### config.mk
export PLATFORM = sky130hd
export DESIGN_NAME = snn_frame_ctrl_flat
export DESIGN_NICKNAME = d
export VERILOG_FILES = /design/src/rtl/snn_pkg.sv /design/src/rtl/snn_frame_ctrl_if.sv /design/src/rtl/pixel_buf.sv /design/src/rtl/snn_frame_ctrl.sv /design/src/flat_wrapper.sv
export SDC_FILE = /design/constraint.sdc
export NUM_CORES = 1
export LEC_CHECK = 0
export BUFFER_PORTS_ARGS = -buffer_cell sky130_fd_sc_hd__buf_2
export CORE_MARGIN = 2
export CORE_UTILIZATION = 35
export CTS_CLUSTER_SIZE = 25
export DETAILED_ROUTE_END_ITERATION = 6
export SLEW_MARGIN = 0
export SYNTH_ARGS = -nofsm -noshare
export SYNTH_HDL_FRONTEND = slang
export SYNTH_SLANG_ARGS = --single-unit
### constraint.sdc
create_clock -name clk -period 2.3 [get_ports clk]
set_input_delay 0.115 -clock clk [delete_from_list [all_inputs] [get_ports clk]]
set_output_delay 0.115 -clock clk [all_outputs]
set_load 0.02 [all_outputs]
### src/rtl/snn_pkg.sv
// Shared constants and state type for the SNN frame sequencer.
// Optional watchdog: SNN_FRAME_CTRL_TIMEOUT_EN.
package snn_pkg;

  localparam int NUM_PIXELS = 784;
  localparam int NUM_BYTES  = 98;

  localparam logic [7:0] ASCII_ZERO = 8'h30;
  localparam logic [7:0] ASCII_ERR  = 8'h3F;

  typedef enum logic [2:0] {
    LOAD,
    KICK,
    RUN,
    SEND,
    DRAIN
  } frame_state_t;

endpackage

### src/rtl/snn_frame_ctrl_if.sv
// UART-side byte handshake between the UART wrapper and the sequencer.
// master: sequencer view, slave: UART wrapper view.
interface snn_frame_ctrl_if;

  logic       rx_rdy;
  logic [7:0] rx_data;
  logic       tx_busy;
  logic       tx_start;
  logic [7:0] tx_data;

  modport master (
    input  rx_rdy,
    input  rx_data,
    input  tx_busy,
    output tx_start,
    output tx_data
  );

  modport slave (
    output rx_rdy,
    output rx_data,
    output tx_busy,
    input  tx_start,
    input  tx_data
  );

endinterface

### src/rtl/pixel_buf.sv
// 784x1 pixel bit buffer: byte-wide writes, registered 1-bit reads.
// Out-of-range reads return 0.
module pixel_buf
  import snn_pkg::*;
(
  input  logic       clk,
  input  logic       rst_n,
  input  logic       wr_en,
  input  logic [6:0] wr_byte_addr,
  input  logic [7:0] wr_data,
  input  logic [9:0] rd_addr,
  output logic       rd_q
);

  logic [7:0] mem [NUM_BYTES];

  // Storage is not reset; only the read register is.
  always_ff @(posedge clk) begin
    if (wr_en && (wr_byte_addr < 7'(NUM_BYTES)))
      mem[wr_byte_addr] <= wr_data;
  end

  always_ff @(posedge clk or negedge rst_n) begin
    if (!rst_n)
      rd_q <= 1'b0;
    else if (rd_addr < 10'(NUM_PIXELS))
      rd_q <= mem[rd_addr[9:3]][rd_addr[2:0]];
    else
      rd_q <= 1'b0;
  end

endmodule

### src/rtl/snn_frame_ctrl.sv
// Per-frame sequencer: load 98 bytes, start snn_core, send digit as ASCII.
// Optional RUN watchdog: define SNN_FRAME_CTRL_TIMEOUT_EN.
module snn_frame_ctrl
  import snn_pkg::*;
#(
  parameter logic [31:0] TIMEOUT_CYC = 32'd100000
) (
  input  logic                  clk,
  input  logic                  rst_n,
  snn_frame_ctrl_if.master      uart,
  output logic                  snn_start,
  input  logic                  snn_done,
  input  logic [3:0]            snn_digit,
  input  logic [9:0]            addr_input_unit,
  output logic                  q_input,
  output logic                  busy,
  output logic                  rx_drop
);

  frame_state_t state;
  logic [6:0]   byte_cnt;
  logic [7:0]   tx_data_r;
  logic         drain_wait;
  logic         wr_en;

`ifdef SNN_FRAME_CTRL_TIMEOUT_EN
  logic [31:0]  tmo_cnt;
`else
  wire unused_tmo = |TIMEOUT_CYC;
`endif

  assign wr_en         = (state == LOAD) && uart.rx_rdy;
  assign busy          = (state != LOAD);
  assign snn_start     = (state == KICK);
  assign uart.tx_start = (state == SEND) && !uart.tx_busy;
  assign uart.tx_data  = tx_data_r;

  pixel_buf u_buf (
    .clk          (clk),
    .rst_n        (rst_n),
    .wr_en        (wr_en),
    .wr_byte_addr (byte_cnt),
    .wr_data      (uart.rx_data),
    .rd_addr      (addr_input_unit),
    .rd_q         (q_input)
  );

  always_ff @(posedge clk or negedge rst_n) begin
    if (!rst_n)
      rx_drop <= 1'b0;
    else if (uart.rx_rdy && (state != LOAD))
      rx_drop <= 1'b1;
  end

  always_ff @(posedge clk or negedge rst_n) begin
    if (!rst_n) begin
      state      <= LOAD;
      byte_cnt   <= 7'd0;
      tx_data_r  <= 8'h00;
      drain_wait <= 1'b0;
`ifdef SNN_FRAME_CTRL_TIMEOUT_EN
      tmo_cnt    <= 32'd0;
`endif
    end else begin
      unique case (state)
        LOAD: begin
          if (uart.rx_rdy) begin
            if (byte_cnt == 7'(NUM_BYTES - 1)) begin
              byte_cnt <= 7'd0;
              state    <= KICK;
            end else begin
              byte_cnt <= byte_cnt + 7'd1;
            end
          end
        end
        KICK: begin
`ifdef SNN_FRAME_CTRL_TIMEOUT_EN
          tmo_cnt <= 32'd0;
`endif
          state <= RUN;
        end
        RUN: begin
          // tx_data is loaded here so it is valid with the combinational tx_start
          if (snn_done) begin
            tx_data_r <= ASCII_ZERO + {4'd0, snn_digit};
            state     <= SEND;
          end
`ifdef SNN_FRAME_CTRL_TIMEOUT_EN
          else if (tmo_cnt + 32'd1 >= TIMEOUT_CYC) begin
            tx_data_r <= ASCII_ERR;
            state     <= SEND;
          end else begin
            tmo_cnt <= tmo_cnt + 32'd1;
          end
`endif
        end
        SEND: begin
          if (!uart.tx_busy) begin
            drain_wait <= 1'b1;
            state      <= DRAIN;
          end
        end
        DRAIN: begin
          if (drain_wait)
            drain_wait <= 1'b0;
          else if (!uart.tx_busy)
            state <= LOAD;
        end
        default: state <= LOAD;
      endcase
    end
  end

endmodule

### src/flat_wrapper.sv
// flat-port wrapper written by rule: the top's interface ports become plain ports
module snn_frame_ctrl_flat import snn_pkg::*;
#(
  parameter logic [31:0] TIMEOUT_CYC = 32'd100000
)
  (clk, rst_n, snn_start, snn_done, snn_digit, addr_input_unit, q_input, busy, rx_drop, uart_rx_rdy, uart_rx_data, uart_tx_busy, uart_tx_start, uart_tx_data);
  snn_frame_ctrl_if uart_i ();
  input  logic clk;
  input  logic rst_n;
  output logic snn_start;
  input  logic snn_done;
  input  logic [3:0] snn_digit;
  input  logic [9:0] addr_input_unit;
  output logic q_input;
  output logic busy;
  output logic rx_drop;
  input wire logic [$bits(uart_i.rx_rdy)-1:0] uart_rx_rdy;
  input wire logic [$bits(uart_i.rx_data)-1:0] uart_rx_data;
  input wire logic [$bits(uart_i.tx_busy)-1:0] uart_tx_busy;
  output wire logic [$bits(uart_i.tx_start)-1:0] uart_tx_start;
  output wire logic [$bits(uart_i.tx_data)-1:0] uart_tx_data;
  assign uart_i.rx_rdy = uart_rx_rdy;
  assign uart_i.rx_data = uart_rx_data;
  assign uart_i.tx_busy = uart_tx_busy;
  assign uart_tx_start = uart_i.tx_start;
  assign uart_tx_data = uart_i.tx_data;
  snn_frame_ctrl #(.TIMEOUT_CYC(TIMEOUT_CYC)) u_core (.clk(clk), .rst_n(rst_n), .uart(uart_i), .snn_start(snn_start), .snn_done(snn_done), .snn_digit(snn_digit), .addr_input_unit(addr_input_unit), .q_input(q_input), .busy(busy), .rx_drop(rx_drop));
endmodule
* Word-level counts from Yosys, hierarchy flattened
Memory sizes are Yosys's and may differ from the RTL's.
Index checks and enable logic that the tools add are counted.
Widths: inputs -> output; s select.
** Word-level totals
- Memories kept :: 1
- Output and inout bits :: 13
- Bits in writable memories :: 784
- Register bits :: 21
** Memories
- u_core.u_buf.mem :: words 98, bits a word 8, rd ports 1, clocked after Yosys merged registers in 0, write ports 1, RTL line pixel_buf.sv:15 : logic [7:0] mem [NUM_BYTES];
** Operators by class
- Add/subtract/negate cells :: 2
- Order comparisons :: 3
- Muxes and demuxes :: 15
- Eq/ne operators :: 11
- Reductions and logical operators :: 12
** Operators by type and width (number)
- $mux 3 :: 6
- $pmux 3 s5 :: 1
- $ne 2x2->1 const B :: 6
- $lt 10x10->1 const B :: 1
- $add 6x4->7 const A :: 1
- $add 7x1->7 const B :: 1
- $eq 7x7->1 const B :: 1
- $lt 7x7->1 const B :: 1
- $mux 7 :: 1
- $eq 3x2->1 const B :: 2
- $reduce_and 2->1 :: 3
- $reduce_and 6->1 :: 1
- $mux 1 :: 5
- $logic_and 1x1->1 :: 4
- $lt 3x4->1 const B :: 1
- $bmux 1 s3 :: 1
- $eq 3x1->1 const B :: 1
- $eq 3x3->1 const B :: 1
- $logic_not 3->1 :: 1
- $reduce_bool 3->1 :: 1
- $pmux 1 s2 :: 1
- $reduce_bool 2->1 :: 1
- $logic_not 1->1 :: 1

* Longest topological paths before layout
Gate-level depths: netlist of the first run.
- Depth after elaboration :: 5
- Gate-level depth with buffers :: 13
- Depth with buffers taken out :: 8

* Cells and area by module
From an unflattened synthesis of the first run, not the netlist that was laid out.
** Second synthesis, totals
- Cells, all modules :: 1589
- Area total of the unflattened synthesis :: 31740.4 um^2
** Modules (own cells, without submodules)
- pixel_buf :: instances 1, area each 30899.6 um^2, cells an instance 1511
- snn_frame_ctrl :: instances 1, area each 840.8 um^2, cells an instance 78

* Worst setup path before layout of the first run
OpenSTA, ideal clock, no wires.
- Path type :: in2reg
- Start point :: input addr_input_unit[4]
- End point :: register u_core.u_buf.rd_q
- Stages on the path :: 10
- Setup slack :: 0.009 ns
- Arrival time :: 2.171 ns
- Cell sequence :: buf_4 buf_2 clkbuf_1 mux4_2 a22oi_1 a21oi_1 o41ai_1 o22ai_1 o221a_1 a31o_1
** On the way
- Word-level cells in the longest chain between the ends :: 4
- Elaborated cells on any way between the ends :: 5
- Those cells by class :: 1 x order compare; 3 x mux; 1 x memory
** RTL lines
- from (decl) :: RTL line flat_wrapper.sv:13 : input logic [9:0] addr_input_unit;
- $mem_v2 98x8
- $bmux 1 s3 :: RTL line pixel_buf.sv:27 : rd_q <= mem[rd_addr[9:3]][rd_addr[2:0]];
- $mux 1 (not written as such) :: RTL line pixel_buf.sv:27
- $mux 1 * :: RTL line pixel_buf.sv:26 : else if (rd_addr < 10'(NUM_PIXELS))
- to (signal assigned) :: RTL line pixel_buf.sv:27
- to (decl) :: RTL line pixel_buf.sv:12 : output logic rd_q
Mark *: on every way between the ends. The rest lies on a longest branch, timed or not. The select of a mux whose other input is x is not followed.
A chain may end at the register's enable or synchronous reset.

* Final worst setup path of the first run
- Start point :: memory u_core.u_buf.mem[11][1]
- End point :: register u_core.u_buf.rd_q
** On the way
- Word-level cells in the longest chain between the ends :: 4
** RTL lines (RTL line)
- from (decl) :: pixel_buf.sv:15
- $mem_v2 98x8
- $bmux 1 s3 :: pixel_buf.sv:27
- $mux 1 (not written as such) :: pixel_buf.sv:27
- $mux 1 :: pixel_buf.sv:26
Every way passes these cells. The select of a mux whose other input is x is not followed.

==> metrics.md, run 1 <==
| Metric | Value |
|---|---|
| Seq cells post-synth | `802` |
| Die area | `92500 um2` |
| Yosys warnings | `0` |
| Ports | `40` |
| Fill cells | `approximately 7700` |
| DR pass1 iterations | `5` |
| Compound-gate portion of the synthesized area | `3.89%` |
| Residual DRC | `0` |
| Final wirelength | `~82000 um` |
| CTS H-tree lvls | `3` |
| Wire per inst | `25.9 um` |
| Num CTS Buffers | `81` |
| DP Cell Count | `around 3000` |
| Leakage | `12.7 nW` |
| Vias per inst | `5.38` |
| Placement Rows | `110` |
| Largest stage delay on the critical path | `500 ps` |
| CTS tree | `yes` |
| CTS max path bufs | `3` |
| Clock transition time at the flip-flop clock pins of the worst setup and hold paths | `60 ps` |
| Critical path launch point type | `flip-flop` |
| Worst Setup End Kind | `flip-flop` |
| Nets | `1963` |
| Largest family of logic cells by synthesized area | `multiplexers` |
| Layout cells sized above 1 | `30.9%` |
| XOR/XNOR Fraction of Synth Area | `0.0834%` |
| Netlist cell types | `58` |
| Failing checks | `negative setup slack` |
| Clk sinks | `802` |
| Synth Area in Simple Gates | `3.59%` |
| Unrepaired setup endpoints after global routing | `yes` |
| Final period utilization | `103%` |
| Worst Hold Path Cells | `1` |
| Clock Latency Late Sink | `about 650 ps` |
| HP Class | `input pin to flip-flop` |
| Fmax | `422 MHz` |
| Status | `finished, violations left` |
| Root buf cell | `clkbuf_16` |
| First-pass GRT wire length | `120000 um` |
| Core Box Area | `89600 um2` |
| Slowest cell on crit path | `mux4_2` |
| Die Y | `304 um` |
| Most used DFF post-synth | `edfxtp_1` |
| Post-CTS Setup Bufs | `0` |
| Post-route ant nets | `0` |
| Post-synthesis adder-cell area fraction | `0.0794%` |
| Die Span X | `304 um` |
| Final hold slack | `6.75 ps` |
| Critical path buffers and inverters | `0` |
| CP required | `2820 ps` |
| Largest net degree at the start of global routing | `84` |
| Final hold violation count | `0` |
| Syn avg cell area | `a little under 20 um2` |
| Crit Path Max Fanout | `1` |
| Max cap viols | `0` |
| Async SR Flop Fraction | `2.24%` |
| Reg2reg path depth | `7` |
| PwrDens | `846 nW/um2` |
| Crit path max-delay family | `compound AO/OA/AOI/OAI gates` |
| Crit-path cells | `mux4_2 -> a22oi_1 -> nand2_1 -> a2111oi_4 -> nor3_2 -> or3_1 -> a31o_1` |
| Final Critical Period | `2370 ps` |
| P&R area growth vs syn | `21.0%` |
| Drt initial violations | `1766` |
| TNS Setup | `-72.2 ps` |
| PnR worst setup slack | `-72.2 ps` |
| Area of the mapped netlist | `around 32000 um2` |
| Vias in the first global route | `17500` |
| Most common cell after layout, fill and taps aside | `edfxtp_1` |
| Worst IR drop on VDD | `585 uV` |
| Final clock skew | `28.1 ps` |
| Endpoints failing setup | `1` |
| Global Route Usage Sum | `17.7%` |
| Crit path depth | `7` |
| Arr. time, crit path | `2900 ps` |
| GP Congestion | `0.914` |
| Mapped Cells | `about 1600` |
| Initial Utilization | `about a third` |
| Pins Over Slew Limit | `0` |
| Post-route insts no fill | `3177` |
| Port buffer count | `37` |
| Post-synth EDFFs | `784` |
| Part of the Yosys area used for sequential elements | `76.1%` |
| Initial antenna violation count | `3` |
| Commonest non-fill, non-tap cells in the layout | `edfxtp_1 (784), buf_4 (262), mux4_2 (153)` |
| Mux cell area share after synthesis | `approximately 14%` |
| Total global routing overflow | `0` |
| Normalized max-slew margin | `between 20% and 30%` |
| Via count | `around 17000` |
| Post-DP HPWL | `54700 um` |
| Critical path type | `flip-flop to flip-flop` |
| Worst-margin pin slew | `1070 ps` |
==> per-stage QoR <==
step	total power, mW	area (um2)	util, %	setup WS (ps)
final	32.3	38100	42.6	-72.2
after global routing	33.3	38100	42.5	-142
after CTS	32.5	38100	42.5	-93.9
after detailed placement	19.4	35200	39.3	-664
after global placement	19.3	35200	39.3	-740
after floorplan	18.0	31500	-	9.17
==> final timing paths <==
| kind | to | slack (ps) | start |
|---|---|---|---|
| min reg2reg | u_core.rx_drop$_DFFE_PN0P_ | 460 | u_core.rx_drop$_DFFE_PN0P_ |
| max reg2reg | u_core.u_buf.rd_q$_DFF_PN0_ | -70 | u_core.u_buf.mem[11][1]$_DFFE_PP_ |
| max | u_core.u_buf.rd_q$_DFF_PN0_ | -70 | u_core.u_buf.mem[11][1]$_DFFE_PP_ |
| min in group asynchronous | u_core.u_buf.rd_q$_DFF_PN0_ | 810 | rst_n |
| min | u_core.u_buf.mem[33][5]$_DFFE_PP_ | 7 | uart_rx_data[5] |
| max in group asynchronous | u_core.state[2]$_DFFE_PN0P_ | 830 | rst_n |
==> power breakdown <==
part | total (mW) | internal (mW) | leakage, nW | switching (mW)
logic | 2.70 | 1.04 | 4.09 | 1.66
clock network | 13.2 | 7.64 | 1.30 | 5.53
registers | 16.4 | 16.2 | 7.26 | 0.141
total | 32.3 | 24.9 | 12.7 | 7.33
==> kinds of logic after synthesis <==
group	Yosys count
AND/OR/NAND/NOR	260
flip-flops	802
multiplexers	264
AO/OA/AOI/OAI	172
buffers and inverters	99
XOR/XNOR	3
adder cells (fa/ha/maj)	2
other	1
==> synth_stat cells (2+ instances only) <==
| library cell | count | area (um2) |
|---|---|---|
| edfxtp_1 | 784 | 23500 |
| mux4_2 | 153 | 3450 |
| nor2_1 | 122 | 458 |
| mux2i_1 | 105 | 1050 |
| nand2_1 | 66 | 248 |
| clkbuf_1 | 43 | 161 |
| o221ai_1 | 41 | 359 |
| a21oi_1 | 31 | 155 |
| o22ai_1 | 31 | 194 |
| dfrtp_1 | 18 | 450 |
| nand3_1 | 17 | 85.1 |
| buf_4 | 16 | 120 |
| nor3_1 | 16 | 80.1 |
| o21ai_0 | 15 | 75.1 |
| buf_2 | 13 | 65.1 |
| a22oi_1 | 11 | 82.6 |
| buf_6 | 11 | 124 |
| nor2b_1 | 10 | 62.6 |
| inv_1 | 8 | 30.0 |
| o211ai_1 | 8 | 60.1 |
| buf_1 | 7 | 26.3 |
| nand2b_1 | 7 | 43.8 |
| mux2_2 | 6 | 67.6 |
| a211oi_1 | 5 | 37.5 |
| and2_1 | 5 | 31.3 |
| a2111oi_0 | 4 | 35.0 |
| nor4_1 | 4 | 25.0 |
| a31oi_1 | 3 | 18.8 |
| nand4b_1 | 3 | 26.3 |
| o311ai_0 | 3 | 26.3 |
| xnor2_1 | 3 | 26.3 |
| a21o_1 | 2 | 15.0 |
| a221oi_1 | 2 | 17.5 |
| ha_1 | 2 | 25.0 |
| nor3b_1 | 2 | 15.0 |
| o21a_1 | 2 | 15.0 |
| o41ai_1 | 2 | 17.5 |
| or3_1 | 2 | 12.5 |
==> layer usage <==
metal  track usage, %  part of all wire [%]  vias up
met3             3.43                   7.2      146
met1             24.2                    42     9014
met5                0                 0.050        -
met4             5.79                   2.8        6
met2             28.5                    48      683
li1                 -                     -     7257
==> sequential cells by signal, indices dropped and copies added, names as in the netlist <==
| name | flops |
|---|---|
| u_core.u_buf.rd_q | 1 |
| u_core.drain_wait | 1 |
| u_core.rx_drop | 1 |
| u_core.uart.tx_data | 5 |
| u_core.state | 3 |
| u_core.u_buf.mem | 784 |
| u_core.byte_cnt | 7 |
==> what timing repair did <==
action / in CTS / in global routing
setup endpoints to repair: 1 / 1
hold buffers: 15 / 0
hold endpoints to repair: 111 / 0
pin swaps: 6 / 3
gates resized for setup: 10 / 5
gates cloned: 0 / 0
==> layout make-up <==
cell class | count | area (um2) | area share [%]
repair buffers | 338 | 2920 | 7.66
diodes | 2 | 5.00 | 0.0131
inverters | 8 | 30.0 | 0.0788
clock buffers | 92 | 2110 | 5.54
flip-flops and latches | 802 | 24000 | 62.9
multi-input cells | 703 | 7060 | 18.5
clock inverters | 56 | 539 | 1.41
well taps | 1176 | 1470 | 3.86
Power figures use the tool's default switching activity.
==> inputs of run 2 (changes only) <==
Settings changed: SKIP_LAST_GASP set to 1.
==> run 2 against run 1 <==
Compared with the run above: flip-flop and latch count unchanged; largest power group unchanged; clock skew down 2.9 ps; first-iteration DRC count shrank 0.11%; the run still ends with negative setup slack left; critical path depth rose by 1; maximum frequency increased by 0.34%; core utilization unchanged; global-route usage is the same; non-clock buffer count is the same; hold slack about the same; routed wire length about the same; combinational power about the same.
==> metrics.md, run 2 (synthesis gave the netlist of run 1 again) <==
| Metric | Value |
|---|---|
| Vias per inst | `5.36` |
| CTS H-tree lvls | `3` |
| Die Y | `304 um` |
| First-pass GRT wire length | `120000 um` |
| Num CTS Buffers | `81` |
| Clk sinks | `802` |
| Worst Setup End Kind | `flip-flop` |
| CTS tree | `yes` |
| Critical path launch point type | `flip-flop` |
| Drt initial violations | `between 1500 and 2000` |
| Largest net degree at the start of global routing | `84` |
| PwrDens | `846 nW/um2` |
| Root buf cell | `clkbuf_16` |
| Arr. time, crit path | `2890 ps` |
| Endpoints failing setup | `1` |
| DR pass1 iterations | `7` |
| Clock share of power | `approximately two fifths` |
| Worst-margin pin slew | `1110 ps` |
| CP required | `2830 ps` |
| Total global routing overflow | `0` |
| HP Class | `input pin to flip-flop` |
| Final wirelength | `82300 um` |
| CTS max path bufs | `3` |
| Nets | `1963` |
| Worst IR drop on VDD | `586 uV` |
| Failing checks | `negative setup slack` |
| Ports | `40` |
| Fmax | `between 400 and 500 MHz` |
| Layout cells sized above 1 | `30.9%` |
| Die area | `~92000 um2` |
| Critical path type | `flip-flop to flip-flop` |
| Initial antenna violation count | `3` |
| Crit Path Max Fanout | `1` |
| Final clock skew | `25.2 ps` |
| Initial Utilization | `35.2%` |
| Sw Pwr | `7.33 mW` |
| Status | `finished, violations left` |
| Post-DP HPWL | `between 50000 and 60000 um` |
| Residual DRC | `0` |
| Normalized max-slew margin | `25.5%` |
| Int Pwr | `24.9 mW` |
| Global Route Usage Sum | `17.7%` |
| Fill cells | `7719` |
| Core Box Area | `~90000 um2` |
| Wire per inst | `25.9 um` |
| Clock Latency Late Sink | `640 ps` |
| Final Critical Period | `2360 ps` |
| PnR worst setup slack | `-64.3 ps` |
| GP Congestion | `0.914` |
| Placement Rows | `110` |
| Top reg by flops | `u_core.u_buf.mem` |
| Unrepaired setup endpoints after global routing | `yes` |
| Seq pwr share | `50.8%` |
| Post-route ant nets | `0` |
| Fin util | `42.6%` |
| Clock transition time at the flip-flop clock pins of the worst setup and hold paths | `60 ps` |
| Leakage | `12.7 nW` |
| Most common cell after layout, fill and taps aside | `edfxtp_1` |
| Commonest non-fill, non-tap cells in the layout | `edfxtp_1 (784), buf_4 (262), mux4_2 (153)` |
| Via count | `17000` |
| Max cap viols | `0` |
| Port buffer count | `37` |
| Combinational power share | `approximately 8.4%` |
| P&R area growth vs syn | `21.0%` |
| Die Span X | `304 um` |
| Pins Over Slew Limit | `0` |
| Final period utilization | `103%` |
| DP Worst Slack | `-664 ps` |
| Final hold violation count | `0` |
| Max FFs per register | `approximately 800` |
| Switching Fraction | `22.7%` |
| Vias in the first global route | `17500` |
==> run 2: cell count changes in the layout (fill, tap and decap cells not counted) <==
cell / change
a22oi_1: -1
a22oi_2: +1
nand3_1: +1
nand3_2: -1
==> run 2: through the flow <==
| stage | power [mW] | TNS, ps | hold slack [ps] | instances | instance area, um2 |
|---|---|---|---|---|---|
| 2_1_floorplan | 18.0 | 0 | -181 | 1604 | 31500 |
| 3_3_place_gp | 19.3 | -740 | 102 | 3012 | 35200 |
| 3_5_place_dp | 19.4 | -664 | 112 | 3012 | 35200 |
| 4_1_cts | 32.5 | -99.3 | 0.973 | 3175 | 38100 |
| 5_1_grt | 33.3 | -142 | 21.2 | 3175 | 38100 |
| 6_report | 32.3 | -64.3 | 7.06 | 3177 | 38100 |
==> run 2: power by group through the flow <==
stage | logic, mW | registers, mW | clock network, mW
global route | 2.86 | 16.4 | 14.0
detailed placement | 2.66 | 16.7 | 0
floorplan | 1.30 | 16.7 | 0
CTS | 2.70 | 16.4 | 13.4
finish | 2.70 | 16.4 | 13.2
global placement | 2.61 | 16.7 | 0
==> run 2: what timing repair did <==
item	in CTS	in global routing
buffers inserted	0	0
hold buffers	15	0
hold endpoints to repair	111	0
gates resized for setup	9	6
pin swaps	4	4
endpoints found under the setup margin	1	1
==> run 2: final timing paths <==
kind,startpoint,end,slack (ps),cells after the start
worst max register to register,u_core.u_buf.mem[35][1]$_DFFE_PP_,u_core.u_buf.rd_q$_DFF_PN0_,-60,8
min in group asynchronous,rst_n,u_core.u_buf.rd_q$_DFF_PN0_,830,3
max in group asynchronous,rst_n,u_core.byte_cnt[6]$_DFFE_PN0P_,790,3
worst min register to register,u_core.rx_drop$_DFFE_PN0P_,u_core.rx_drop$_DFFE_PN0P_,460,1
worst max-delay path,u_core.u_buf.mem[35][1]$_DFFE_PP_,u_core.u_buf.rd_q$_DFF_PN0_,-60,8
worst min-delay path,uart_rx_data[5],u_core.u_buf.mem[33][5]$_DFFE_PP_,7,1
==> run 2: routing by layer <==
layer  wire, um  up-vias  GRT usage [%]
met1      34400     8993           24.2
met2      39600      631           28.5
met5         41        -              0
met3       5930      142           3.43
met4       2280        6           5.79
li1           -     7268              -
==> run 2: final cells by class <==
cell class | instances | area [um2] | share of cell area, %
antenna | 2 | 5.00 | 0.0131
clock buffer | 92 | 2110 | 5.54
clock inverter | 56 | 539 | 1.41
inverter | 8 | 30.0 | 0.0788
multi-input combinational | 703 | 7060 | 18.5
sequential | 802 | 24000 | 62.9
tap | 1176 | 1470 | 3.86
timing repair buffer | 338 | 2920 | 7.66
==> run 2: worst max-delay path, stage by stage, from the launching register on <==
cell and delay, ps:
edfxtp_1 380, mux4_2 560, a22oi_2 210, a21oi_1 110, nor3_2 210, buf_4 140, nor3_2 50, or3_1 390
a31o_1 220
